===== src/rtl/bit_stream_serializer.sv =====
// rtl/bit_stream_serializer.sv - parallel word to serial bit stream feeding the 1011 sequence detector
module bit_stream_serializer #(
    parameter int WIDTH     = 8,
    parameter bit MSB_FIRST = 1'b1,
    parameter bit IDLE_BIT  = 1'b0
) (
    input  logic             clock,
    input  logic             reset,
    input  logic [WIDTH-1:0] word_in,
    input  logic             word_valid,
    output logic             word_ready,
    output logic             sequence_out,
    output logic             bit_valid,
    output logic             word_done,
    output logic             busy
);

    localparam int CNT_W = $clog2(WIDTH);
    localparam logic [CNT_W-1:0] LAST_CNT = CNT_W'(WIDTH - 1);

    typedef enum logic {
        IDLE  = 1'b0,
        SHIFT = 1'b1
    } state_t;

    state_t           state;
    state_t           state_next;
    logic [WIDTH-1:0] shift_reg;
    logic [WIDTH-1:0] shift_next;
    logic [CNT_W-1:0] bit_cnt;
    logic [CNT_W-1:0] cnt_next;
    logic             seq_next;
    logic             last_bit;
    logic             accept;

    // Bit that leaves first from a word held in the shift register.
    function automatic logic lead_bit(input logic [WIDTH-1:0] w);
        return MSB_FIRST ? w[WIDTH-1] : w[0];
    endfunction

    // Word with its leading bit consumed, so the next bit moves into the lead position.
    function automatic logic [WIDTH-1:0] advance(input logic [WIDTH-1:0] w);
        return MSB_FIRST ? {w[WIDTH-2:0], 1'b0} : {1'b0, w[WIDTH-1:1]};
    endfunction

    assign last_bit = (state == SHIFT) && (bit_cnt == LAST_CNT);
    assign accept   = word_valid && word_ready;

    // State register.
    always_ff @(posedge clock or posedge reset) begin
        if (reset) begin
            state <= IDLE;
        end else begin
            state <= state_next;
        end
    end

    // Next state: leave SHIFT only when the last bit goes out and no follow-on word is offered.
    always_comb begin
        state_next = state;
        case (state)
            IDLE:    if (accept) state_next = SHIFT;
            SHIFT:   if (last_bit && !accept) state_next = IDLE;
            default: state_next = IDLE;
        endcase
    end

    // Handshake: a new word can be taken when idle or while the current word's last bit is on the line.
    always_comb begin
        word_ready = (state == IDLE) || last_bit;
    end

    // Datapath next values: load on accept, otherwise step through the word in flight.
    always_comb begin
        shift_next = shift_reg;
        cnt_next   = bit_cnt;
        seq_next   = IDLE_BIT;
        if (accept) begin
            shift_next = word_in;
            cnt_next   = '0;
            seq_next   = lead_bit(word_in);
        end else if (state == SHIFT && !last_bit) begin
            shift_next = advance(shift_reg);
            cnt_next   = bit_cnt + 1'b1;
            seq_next   = lead_bit(advance(shift_reg));
        end else if (state == SHIFT) begin
            cnt_next   = '0;
        end
    end

    // Registered datapath and outputs; reset drops any word in flight without a completion pulse.
    always_ff @(posedge clock or posedge reset) begin
        if (reset) begin
            shift_reg    <= '0;
            bit_cnt      <= '0;
            sequence_out <= IDLE_BIT;
            bit_valid    <= 1'b0;
            word_done    <= 1'b0;
            busy         <= 1'b0;
        end else begin
            shift_reg    <= shift_next;
            bit_cnt      <= cnt_next;
            sequence_out <= seq_next;
            bit_valid    <= (state_next == SHIFT);
            word_done    <= (state_next == SHIFT) && (cnt_next == LAST_CNT);
            busy         <= (state_next == SHIFT);
        end
    end

endmodule


===== config.mk =====
export PLATFORM = sky130hd
export DESIGN_NAME = bit_stream_serializer
export DESIGN_NICKNAME = d
export VERILOG_FILES = /design/src/rtl/bit_stream_serializer.sv
export SDC_FILE = /design/constraint.sdc
export NUM_CORES = 1
export LEC_CHECK = 0
export CORE_MARGIN = 8
export CORE_UTILIZATION = 50
export DETAILED_ROUTE_END_ITERATION = 8
export GPL_TIMING_DRIVEN = 0
export PLACE_DENSITY = 0.81
export SKIP_CTS_REPAIR_TIMING = 1
export SLEW_MARGIN = 0
export SYNTH_ARGS = -nofsm -noshare
export SYNTH_HDL_FRONTEND = slang
export SYNTH_SLANG_ARGS = --single-unit

===== constraint.sdc =====
create_clock -name clock -period 2.8 [get_ports clock]
set_input_delay 0.7 -clock clock [delete_from_list [all_inputs] [get_ports clock]]
set_output_delay 0.7 -clock clock [all_outputs]
set_load 0.01 [all_outputs]

=== Yosys cells after proc, flatten, opt, wreduce, memory -nomap -nowiden ===
Cells that the tools add are included.
W data, S select, Z words.

* Input port bits: 11
* Bits in read-only memories: 0
* Bits in writable memories: 0
* Bits in latches: 0
* Logic and storage cells: 28
* Memories kept: 0
* Flip-flop bits (word level): 13
* Output and inout port bits: 5

* Bitwise gates (word level): 1
* Magnitude comparators: 0
* Mux-type cells: 10
* Div/mod/pow operators: 0
* Shift-type cells: 0
* Equality and inequality tests: 2
* $add $sub $neg: 1
* Reductions and logical operators: 9
* Multipliers: 0

{| class="wikitable"
|+ Operators with widths
! cell !! number
|-
| $mux W7 || 2
|-
| $mux W3 || 3
|-
| $eq A3 B3 Y1 const B || 2
|-
| $logic_and A1 B1 Y1 || 5
|-
| $mux W1 || 4
|-
| $add A3 B1 Y3 const B || 1
|-
| $logic_not A1 Y1 || 2
|-
| $pmux W1 S2 || 1
|-
| $reduce_bool A2 Y1 || 1
|-
| $logic_or A1 B1 Y1 || 1
|-
| $not A1 Y1 || 1
|}

=== Logic depth before layout (Yosys ltp) ===
* Word-level depth: 9
* Depth in mapped cells: 5
* Mapped depth without buffers: 4

=== Worst setup path after synthesis ===
No wires, ideal clock.

* Kind: reg-to-output
* From: register bit_cnt[0]
* To: output port word_ready
* Slack: 0.981 ns
* Required time: 2.100 ns
* Path buffers: 1
* Arrival: 1.119 ns
* Stages on the path, launching flop included: 5
* Path through: dfrtp_1 > ha_1 > ha_1 > nand2b_1 > buf_6

* Word-level cells in the longest chain between the ends: 3

{| class="wikitable"
|+ RTL lines
! element !! RTL line !! RTL
|-
| from (decl) || 30 || <nowiki>logic [CNT_W-1:0] bit_cnt;</nowiki>
|-
| from (signal assigned) || 102 || <nowiki>bit_cnt <= cnt_next;</nowiki>
|-
| $eq A3 B3 Y1 || 46 || <nowiki>assign last_bit = (state == SHIFT) && (bit_cnt == LAST_CNT);</nowiki>
|-
| $logic_and A1 B1 Y1 || 46 ||
|-
| $logic_or A1 B1 Y1 || 70 || <nowiki>word_ready = (state == IDLE) || last_bit;</nowiki>
|-
| to (decl) || 11 || <nowiki>output logic word_ready,</nowiki>
|}

Every way passes these cells.

=== Worst setup path in the final report ===
Same ends and word-level chain as after synthesis.

==> summary.txt <==
Status
  – Status: completed

Placement
  – Pre-CTS setup slack: between 400 and 500 ps
  – PortBufs: 15
  – Routability cong.: 0.8054
  – HPWL after DPL: 858.6 µm
  – Placed cell areas: between 800 and 900 µm²

Detailed routing
  – Routed wire length: 1184 µm
  – Via count: 415
  – Antenna Nets Post-Route: 0
  – Vias/cell: 5.123
  – DR DRC count: 0
  – DR iter-0 viols: 0
  – Routed length per instance: 14.62 µm
  – Detailed Routing Iterations Pass 1: 1

Floorplanning
  – Die area: 2733 µm²
  – Core box area: 1269 µm²
  – Die Span Y: 52.28 µm
  – Horiz. Die Dim: 52.28 µm
  – Row cnt: 13
  – Initial core utilization: 51.87%
  – Ports: 16

Clocking
  – Clk slew on worst S/H paths: 70 ps
  – TritonCTS buffer count: 3
  – Htree depth: 1
  – Clock Latency Late Sink: between 200 and 300 ps
  – CTS tree: yes
  – Max Buffers Root-to-Sink: 2
  – Root buffer cell: clkbuf_4
  – Clock Sinks: 13

Min path
  – Worst hold-check path type: flop to flop

Logic synthesis
  – Post-synth EDFFs: 0
  – Area fraction of the dominant cell type after synthesis: between 40% and 50%
  – Main area contributors after synthesis: dfrtp_1 (49%), mux2_4 (18%), mux2_2 (6.8%), ha_1 (3.8%), buf_6 (3.4%)
  – Synth warnings: 0
  – Post-synthesis cell type count: 19
  – Synth Flop Type: dfrtp_1
  – Post-Syn Area per Cell: 14.00 µm²
  – Flops & latches, synth: 13
  – Sequential area share after synthesis: 49.43%
  – Cell area after synthesis: 658.1 µm²
  – Synth async-reset ratio: 100.0%
  – Largest area contributor in the synthesized netlist: dfrtp_1
  – Post-synthesis cell count: 47
  – Syn Nets: 60

Power
  – Part of the power in registers: 40.6%
  – Peak VDD IR: 0.0004850 V
  – Clock power share: 15.1%
  – P_leak: 0.3976 nW
  – Power Density: 870.3 nW/µm²
  – Switch Pwr: 0.2263 mW
  – Int Pwr: 0.5163 mW
  – Sw frac: 30.48%
  – Combinational share of power: 44.3%

Timing
  – Max Freq: 371.7 MHz
  – RSZ-0062 raised after global routing: no
  – Worst slew pin tran: around 480 ps
  – Hold Vio Cnt, Final: 0
  – Period utilisation layout: between 90 and 100%
  – Tmin final: 2690 ps
  – Skew final: 2.488 ps
  – Max-slew violation count: 0
  – Post-route setup TNS: 0 ps
  – Setup-failing EPs final: 0
  – Smallest hold slack: 504.2 ps
  – Worst slew margin relative to its limit: 67.98%
  – Worst Slack Setup Final: 109.6 ps

Run
  – Max-cap viol count: 0

Cells and area
  – Layout cells sized above 1: 30.30%
  – Final core utilization: between 60% and 70%
  – Final instance area: 853.3 µm²
  – FILL cells: 111
  – Max reg flops: 7
  – Net count, final: 80
  – Area growth syn-to-layout: 29.66%
  – Antenna diodes: 0

Critical path
  – Worst Path Required: 2100 ps
  – Worst-path cell chain: ha_1 > ha_1 > nand2b_1 > buf_6 > clkdlybuf4s50_1
  – Worst setup EP type: output port
  – Critical Path Max Stage Delay: 480 ps
  – Worst Path Arrival: 1990 ps
  – CP most frequent cell: ha_1
  – Buf/Inv on CP: 2
  – CP Launch Type: flop
  – Crit Path Class: flop to output port
  – Worst-path maximum fanout: 10
  – CP top delay family: buffers and inverters
  – Critical-path top delay cell: clkdlybuf4s50_1

GRT
  – First-pass GRT wire length: 2076 µm
  – Largest net degree at the start of global routing: 14
  – Initial antenna violation count: 0
  – Total global-route track usage: about a tenth
  – Number of global-route vias before repair: 433
  – GRT overflow: 0
power groups by stage:
| stage | registers, mW | clock network [mW] | logic (mW) |
|---|---|---|---|
| floorplan | 0.301 | 0 | 0.232 |
| global placement | 0.303 | 0 | 0.320 |
| detailed placement | 0.305 | 0 | 0.333 |
| CTS | 0.302 | 0.119 | 0.335 |
| global route | 0.312 | 0.124 | 0.366 |
| finish | 0.302 | 0.112 | 0.329 |
Yosys cell counts (2+ instances only):
library cell	instances
nand2b_1	2
nand2b_2	2
mux2_2	4
inv_1	2
dfrtp_1	13
ha_1	2
buf_6	2
nand2_1	2
mux2_4	8
cells by family (layout without fill, tap and decap cells):
group	after synthesis	in the layout	synth area share (%)
adders and majority gates	2	2	3.802
muxes	14	14	28.33
AOI/OAI and AO/OA	3	3	3.042
buffers and inverters	5	24	5.704
and+or+nand+nor	10	10	9.697
DFF	13	13	49.43
layout by cell type (no fill, tap or decap):
cell type	instances
nand2b_1	2
dfrtp_1	13
nor4b_1	1
mux2_1	1
o2bb2ai_1	1
mux2i_1	1
and2_1	1
nand3b_1	1
buf_4	1
o22ai_1	1
nor2_1	1
clkbuf_1	1
mux2_2	4
ha_1	2
nand2b_2	2
inv_1	2
mux2_4	8
buf_6	2
o21ai_0	1
clkbuf_4	3
nand2_1	2
clkdlybuf4s50_1	15
through the flow:
stage	power, mW	instances
floorplan	0.5333	47
global placement	0.6238	77
detailed placement	0.6379	77
CTS	0.7557	81
global route	0.8028	81
finish	0.7427	81
worst paths after layout:
kind | startpoint | endpoint | slack, ps | depth (start not counted)
min in group asynchronous | reset | shift_reg[6] | 760 | 2
max in group asynchronous | reset | bit_cnt[0] | 1720 | 2
max reg2reg | bit_cnt[0] | shift_reg[2] | 1130 | 5
min | bit_cnt[2] | bit_cnt[2] | 500 | 1
max | bit_cnt[0] | word_ready | 110 | 5
min reg2reg | bit_cnt[2] | bit_cnt[2] | 500 | 1
cell type report:
cell class                      count  area, µm²  share of cell area [%]
Inverter                            2      7.507                  0.8798
Sequential cell                    13      325.3                   38.12
Timing Repair Buffer               15      150.1                   17.60
Tap cell                           15      18.77                   2.199
Multi-Input combinational cell     29      295.3                   34.60
Buffer                              3      30.03                   3.519
Clock buffer                        4      26.28                   3.079
per-layer routing:
metal / part of all wire [%] / track usage, % / vias to the layer above
met4: 1.7 / 3.879 / 0
met3: 6.8 / 4.261 / 2
met2: 46 / 15.22 / 13
met1: 45 / 12.96 / 198
li1: - / - / 202
met5: 0 / 0 / -
Note: power is estimated with default switching activity, not from simulation.
